### config.mk
export PLATFORM = sky130hd
export DESIGN_NAME = jacobi_pivot_search
export DESIGN_NICKNAME = d
export VERILOG_FILES = /design/src/rtl/jacobi_pivot_search.sv
export SDC_FILE = /design/constraint.sdc
export NUM_CORES = 1
export LEC_CHECK = 0
export ABC_CLOCK_PERIOD_IN_PS = 3100
export BUFFER_PORTS_ARGS = -buffer_cell sky130_fd_sc_hd__buf_2
export CORE_UTILIZATION = 55
export CTS_CLUSTER_SIZE = 8
export DETAILED_ROUTE_END_ITERATION = 8
export GPL_TIMING_DRIVEN = 1
export PLACE_DENSITY = 0.77
export SLEW_MARGIN = 0
export SYNTH_ARGS = -nofsm -noshare
export SYNTH_HDL_FRONTEND = slang
export SYNTH_SLANG_ARGS = --single-unit
### constraint.sdc
create_clock -name clk -period 3.1 [get_ports clk]
set_input_delay 0.31 -clock clk [delete_from_list [all_inputs] [get_ports clk]]
set_output_delay 0.31 -clock clk [all_outputs]
set_load 0.01 [all_outputs]
### src/rtl/jacobi_pivot_search.sv
// jacobi_pivot_search: streams an NxN FP32 matrix and selects the largest-magnitude strictly-upper element.
// Optional convergence flag enabled by defining JACOBI_PIVOT_CONV_EN.
module jacobi_pivot_search #(
    parameter int          N           = 3,
    parameter int          IDX_W       = 4,
    parameter logic [31:0] CONV_THRESH = 32'h3727C5AC
) (
    input  logic             clk,
    input  logic             reset,
    input  logic             start,
    input  logic [31:0]      in_data,
    input  logic             in_valid,
    output logic             in_ready,
    output logic [31:0]      pivot_val,
    output logic [IDX_W-1:0] pivot_i,
    output logic [IDX_W-1:0] pivot_j,
    output logic [31:0]      diag_ii,
    output logic [31:0]      diag_jj,
    output logic             converged,
    output logic             out_valid,
    input  logic             out_ready,
    output logic             busy
);
    localparam int CNT_W = $clog2(N * N);
    localparam int DEPTH = 1 << IDX_W;

    typedef enum logic [1:0] {IDLE, SCAN, DONE} state_e;

    state_e           state_q, state_d;
    logic [CNT_W-1:0] cnt_q;
    logic [IDX_W-1:0] row_q, col_q, best_i_q, best_j_q, pivot_i_q, pivot_j_q;
    logic [30:0]      best_mag_q;
    logic [31:0]      best_val_q, pivot_val_q, diag_ii_q, diag_jj_q;
    logic [31:0]      diag_q [DEPTH];
    logic             converged_q, conv_d, accept, last, is_nan, take;

    assign accept = (state_q == SCAN) && in_valid;
    assign last   = cnt_q == CNT_W'(N * N - 1);
    assign is_nan = (in_data[30:23] == 8'hFF) && (in_data[22:0] != 23'd0);
    assign take   = accept && (col_q > row_q) && !is_nan && (in_data[30:0] > best_mag_q);

`ifdef JACOBI_PIVOT_CONV_EN
    assign conv_d = best_mag_q < CONV_THRESH[30:0];
`else
    logic unused_thresh;
    assign unused_thresh = ^CONV_THRESH;
    assign conv_d = 1'b0;
`endif

    always_comb begin
        state_d = state_q;
        state_d = (state_q == IDLE && start)          ? SCAN :
                  (state_q == SCAN && accept && last) ? DONE :
                  (state_q == DONE && out_ready)      ? IDLE : state_q;
    end

    always_ff @(posedge clk or negedge reset) begin
        if (!reset) begin
            state_q <= IDLE;
        end else begin
            state_q <= state_d;
        end
    end

    always_ff @(posedge clk or negedge reset) begin
        if (!reset) begin
            cnt_q       <= '0;
            row_q       <= '0;
            col_q       <= '0;
            best_mag_q  <= '0;
            best_val_q  <= '0;
            best_i_q    <= '0;
            best_j_q    <= '0;
            pivot_val_q <= '0;
            pivot_i_q   <= '0;
            pivot_j_q   <= '0;
            diag_ii_q   <= '0;
            diag_jj_q   <= '0;
            converged_q <= 1'b0;
            for (int k = 0; k < DEPTH; k++) diag_q[k] <= '0;
        end else if (state_q == IDLE && start) begin
            cnt_q      <= '0;
            row_q      <= '0;
            col_q      <= '0;
            best_mag_q <= '0;
            best_val_q <= '0;
            best_i_q   <= '0;
            best_j_q   <= IDX_W'(1);
        end else if (accept) begin
            cnt_q <= cnt_q + 1'b1;
            col_q <= (col_q == IDX_W'(N - 1)) ? '0 : col_q + 1'b1;
            row_q <= (col_q == IDX_W'(N - 1)) ? row_q + 1'b1 : row_q;
            if (row_q == col_q) diag_q[row_q] <= in_data;
            if (take) begin
                best_mag_q <= in_data[30:0];
                best_val_q <= in_data;
                best_i_q   <= row_q;
                best_j_q   <= col_q;
            end
            // The final beat is always diag[N-1], so it is forwarded straight into diag_jj.
            if (last) begin
                pivot_val_q <= best_val_q;
                pivot_i_q   <= best_i_q;
                pivot_j_q   <= best_j_q;
                diag_ii_q   <= diag_q[best_i_q];
                diag_jj_q   <= (best_j_q == IDX_W'(N - 1)) ? in_data : diag_q[best_j_q];
                converged_q <= conv_d;
            end
        end
    end

    assign in_ready  = state_q == SCAN;
    assign out_valid = state_q == DONE;
    assign busy      = state_q != IDLE;
    assign pivot_val = pivot_val_q;
    assign pivot_i   = pivot_i_q;
    assign pivot_j   = pivot_j_q;
    assign diag_ii   = diag_ii_q;
    assign diag_jj   = diag_jj_q;
    assign converged = converged_q;
endmodule

# == Yosys cells after proc, flatten, opt, wreduce, memory -nomap -nowiden ==
# Index checks and enable logic that the tools add are counted.
# word_totals
regBits,701
out_inout_bits,108
# classes
n_addsub,3
n_lt_le_gt_ge,6
n_eq_ne,7
mux,33
bitwise,4
reduce_logical,22
# ops
cell,n
bitwise mux 512 bit,1
two-way mux 32 bit,9
binary-select mux 32 bit (select 4 bit),2
demux 32 bit (select 4 bit),1
two-way mux 31 bit,3
two-way mux 4 bit,14
greater-than comparator 31 bit,1
nonzero test 23 bit,1
">= comparator 5 bit, second input constant",3
NOT 4 -> 5 bit,3
"adder 4 x 1 -> 4 bit, second input constant",3
logical AND 1 bit,10
"equality test 4 x 2 -> 1 bit, second input constant",2
"equality test 8 bit, second input constant",1
nonzero test 2 bit,4
two-way mux 2 bit,3
AND reduction 3 bit,2
"< comparator 5 x 1 -> 1 bit, second input constant",1
equality test 4 bit,1
"equality test 4 bit, second input constant",1
greater-than comparator 4 bit,1
AND reduction 2 bit,2
nonzero test 3 bit,1
"equality test 2 x 1 -> 1 bit, second input constant",1
other kinds (4),4

# == Logic depth before layout (Yosys ltp) ==
# depth
ltp_word,8
depth_mapped,11

# == Worst setup path after synthesis ==
# Ideal clock, no wire load.
# synth_path
path_kind,flip-flop to flip-flop
startpoint,register row_q[3]
endpoint,register diag_q[495] in the netlist's numbering
arrival_ns,2.217
t_required_ns,2.975
path_slack_ns,0.758
stages_incl_launch_ff,11
n_path_buf,3
synth_period_minus_slack_ns,2.342
cell_sequence,dfrtp_1 > clkbuf_1 > inv_1 > ha_1 > nand4_1 > nor2_1 > and2_1 > buf_2 > nand2_1 > buf_2 > mux2_2
# synth_via
elab_chain_len,6
# synth_lines
element,line,source
from (decl),31,"logic [IDX_W-1:0] row_q, col_q, best_i_q, best_j_q, pivot_i_q, pivot_j_q;"
from (signal assigned),92,row_q <= (col_q == IDX_W'(N - 1)) ? row_q + 1'b1 : row_q;
NOT 4 -> 5 bit (not written as such),93,if (row_q == col_q) diag_q[row_q] <= in_data;
>= comparator 5 bit (not written as such) or < comparator 5 x 1 -> 1 bit (tied branches),93,
logical AND 1 bit (not written as such),93,
two-way mux 32 bit (not written as such),93,
demux 32 bit (select 4 bit),93,
bitwise mux 512 bit,93,
"to (signal, indexed assignment)",93,
to (decl),34,logic [31:0] diag_q [DEPTH];
# Several ways; a longest one is shown, not always the timed one.
# A chain may end at the register's enable or synchronous reset.

# == Worst setup path in the final report ==
# layout_path
startpoint,register row_q[2]
endpoint,register diag_q[282] in the netlist's numbering
# Same word-level chain as after synthesis.

==> flow_summary.json <==
{
  "outcome": "complete, no violations",
  "worst-path-max-fanout": 14,
  "avgRoutedWirePerCell_um": 27.57,
  "postSynth.topFlopCell": "dfrtp_1",
  "clock-skew-final_ns": 0.02919,
  "placedCellCount": 3213,
  "globalRouteTotalUtil_pct": 30.05,
  "place_congestion": 0.8692,
  "synth_fa_ha_area_share_pct": 1.574,
  "synth_nets": 2450,
  "static-leakage-power_uw": 0.01824,
  "tritoncts.num_buffers": 93,
  "final.fill_count": 4356,
  "row_count": 91,
  "routed_vias": 21740,
  "layout.area.seq_mm2": 0.01679,
  "synth_warnings": 0,
  "remaining_drc_errors": 0,
  "num-nets-final": 2554,
  "critical_path_class": "reg -> reg",
  "fin_crit_ns": 2.837,
  "tritoncts_clock_tree": "built",
  "report.final.setup_viol": 0,
  "p_per_area_mw_per_mm2": 866.2,
  "post_synth_and_or_nand_nor_area_fraction_pct": 4.148,
  "hold_class": "in -> reg",
  "cts.htree.levels": 3,
  "ys_types": 50,
  "hpwl_um": 57350,
  "first_iter_violations": 2088,
  "effective_utilization_at_floorplan_pct": 55.48,
  "drtAntennaViolNets": 0,
  "combinational_family_with_the_most_area_after_synthesis": "multiplexers",
  "max_cap_viol_count": 0,
  "count_of_flip_flops_with_a_built_in_enable_after_synthesis": 0,
  "die_h_um": 251.3,
  "via_count_of_the_first_global_routing_pass": 23250,
  "worstSkewPairLatency_ns": 0.64,
  "clk_root_buf": "clkbuf_16",
  "worst-endpoint-required_ns": 3.58,
  "ys_seq_area_share_pct": 49.06,
  "layout_worst_path_cycle_share_pct": 91.52,
  "max_slew_margin_pct": 26.48,
  "timing.setup.tns_ns": 0,
  "final_hold_viol_count": 0,
  "design.core.area_mm2": 0.06160,
  "multiInputGateArea_mm2": 0.01621,
  "chip_width_um": 251.3,
  "grt_antenna_before_repair": 0,
  "startpoint_type": "register",
  "syn_area_mm2": 0.03418,
  "final_design_area_no_fill_mm2": 0.03866,
  "layout-drive-gt1-share_pct": 38.07,
  "post_cts_buffers": 0,
  "detailedRoute.firstPassIterationCount": 5,
  "synth_xor_xnor_area_share_pct": 0.1794,
  "yosys-mux-area-fraction_pct": 39.00,
  "overall_die_area_mm2": 0.06314,
  "synthToLayoutAreaGrowth_pct": 13.12,
  "grt.overflow.total": 0,
  "setup.worst_path.end_class": "register",
  "postSynthCellCount": 2370,
  "final_instance_count_excl_fillers": 3322,
  "route.final.wire_length_um": 91590,
  "antennaDiodeCount": 0,
  "max_clock_freq_mhz": 352.5,
  "arrival_time_at_the_worst_endpoint_ns": 3.32,
  "clkSinkCount": 670,
  "worst_setup_hold_path_clk_slew_ns": 0.05,
  "number_of_flip_flops_and_latches_in_the_synthesized_netlist": 670,
  "post_synth.cell_area_avg_um2": 14.42,
  "async_reset_ff_share_pct": 100.0,
  "final-max-slew-violation-count": 0,
  "ir_drop_mv": 0.6285,
  "postPlaceCellArea_mm2": 0.03614,
  "routed_via_density": 6.545,
  "pin_count": 145,
  "rsz0062_at_grt": "false",
  "synth_compound_gate_area_share_pct": 2.383,
  "cts.hold.buffers_added": 3,
  "worst_pin_slew_ns": 1.101,
  "cts.path.max_buffers": 3,
  "first_pass_grt_wire_length_um": 142400,
  "grt_max_degree": 100,
  "cts-resized-gates": 0,
  "buffer_ports.inserted": 143
}
## stage by stage
step / total power, uW / setup slack, ns / hold slack (ns) / utilization (%)
finish: 33490 / 0.2628 / 0.1795 / 62.76
detailed placement: 24390 / 0.2116 / 0.3297 / 58.67
global route: 35000 / 0.1221 / 0.1791 / 62.76
global placement: 23820 / 0.2892 / 0.3168 / 58.67
CTS: 33570 / 0.2737 / 0.1510 / 62.76
floorplan: 20790 / 0.7580 / 0.01441 / -
## sequential cells by signal (all words and copies together) (netlist names)
register,cells
diag_jj,32
pivot_j,4
pivot_i,4
pivot_val,32
best_val_q,2
diag_ii,32
col_q,4
best_i_q,4
state_q,2
best_mag_q,30
diag_q,512
cnt_q,4
best_j_q,4
row_q,4
## critical path, stage by stage, from the launching register on
cell and delay, ns:
dfrtp_1 0.50, inv_1 0.15, ha_1 0.34, nand4_1 0.12
nor2_1 0.20, and2_1 0.29, nand2_2 0.40, buf_12 0.31
mux2_1 0.35
## cell usage after synthesis (2+ instances only)
master    count  area [um2]
nand4_1      14       87.58
xor2_1        2       17.52
nor2b_1       3       18.77
buf_1        18       67.56
a21o_1        2       15.01
buf_4         8       60.06
o21ai_0      73       365.4
clkbuf_1    115       431.7
nand3_2       4       40.04
mux4_2      308        6937
buf_6         9       101.4
buf_2        78       390.4
mux2_1      236        2658
ha_1         43       538.0
mux2_2      275        3097
mux2i_1      61       610.6
nand3b_1      2       15.01
nor3_1        4       20.02
a21oi_1      27       135.1
nor2_1       63       236.5
nor4_1        7       43.79
nand3_1       5       25.02
xnor2_1       5       43.79
nand2_1     227       852.1
dfrtp_1     670       16770
inv_1        46       172.7
o22ai_1       2       12.51
o21ai_1      37       185.2
and2_1        5       31.28
## path summary, 6_finish.rpt
| check | start | end | slack, ns | cells after the start |
|---|---|---|---|---|
| min reg2reg | pivot_j[1]$_DFFE_PN0P_ | pivot_j[1]$_DFFE_PN0P_ | 0.47 | 2 |
| min in group asynchronous | reset | diag_q[232]$_DFFE_PN0P_ | 0.26 | 2 |
| max | row_q[2]$_DFFE_PN0P_ | diag_q[282]$_DFFE_PN0P_ | 0.26 | 8 |
| max reg2reg | row_q[2]$_DFFE_PN0P_ | diag_q[282]$_DFFE_PN0P_ | 0.26 | 8 |
| min | in_data[7] | diag_jj[7]$_DFFE_PN0P_ | 0.18 | 3 |
| max in group asynchronous | reset | diag_q[308]$_DFFE_PN0P_ | 1.74 | 4 |
## cells in the final DEF (no fill, tap or decap), types with 3 or more instances in the layout
cell type and n:
mux2_2 275, dfrtp_4 5, nand4_1 14, a21oi_1 27, nor3_1 4, inv_1 46
nand3_2 4, ha_1 43, clkbuf_1 6, mux2_1 236, mux2i_1 61, dfrtp_1 663
dlygate4sd3_1 3, nor4_1 7, buf_4 52, and2_1 5, nor2b_1 3, buf_12 40
o21ai_0 73, buf_2 142, mux4_2 308, xnor2_1 5, nand2_2 12, clkbuf_16 95
nand2_1 215, o21ai_1 37, nand3_1 5, nor2_1 63
## report_power, final
| group | switching, uW | internal [uW] |
|---|---|---|
| clock network | 3680 | 5400 |
| logic | 5280 | 6020 |
| registers | 1890 | 11200 |
| total | 10900 | 22600 |
## cell type report
class                      count  share of cell area, %
clock buffer                 101                  6.207
clock inverter                 5                 0.2363
inverter                      47                 0.4563
multi-input combinational   1424                  41.93
sequential                   670                  43.42
tap                          837                  2.709
timing repair buffer         238                  5.036
## cells by family (layout without fill, tap and decap cells)
family          count (synthesis)  in the layout
xor+xnor                        7              7
mux                           881            881
fa+ha+maj                      43             43
flops                         670            670
simple gates                  340            340
compound gates                152            152
buf+inv                       276            391
other cells                     1              1
## metal layers
metal,part of all wire (%),global-route usage [%],vias up
met4,3.5,11.01,0
met5,0,0,-
li1,-,-,8976
met3,7.8,5.902,238
met2,49,48.69,982
met1,39,40.59,11550
No activity file was read; power rests on OpenSTA's default activity.
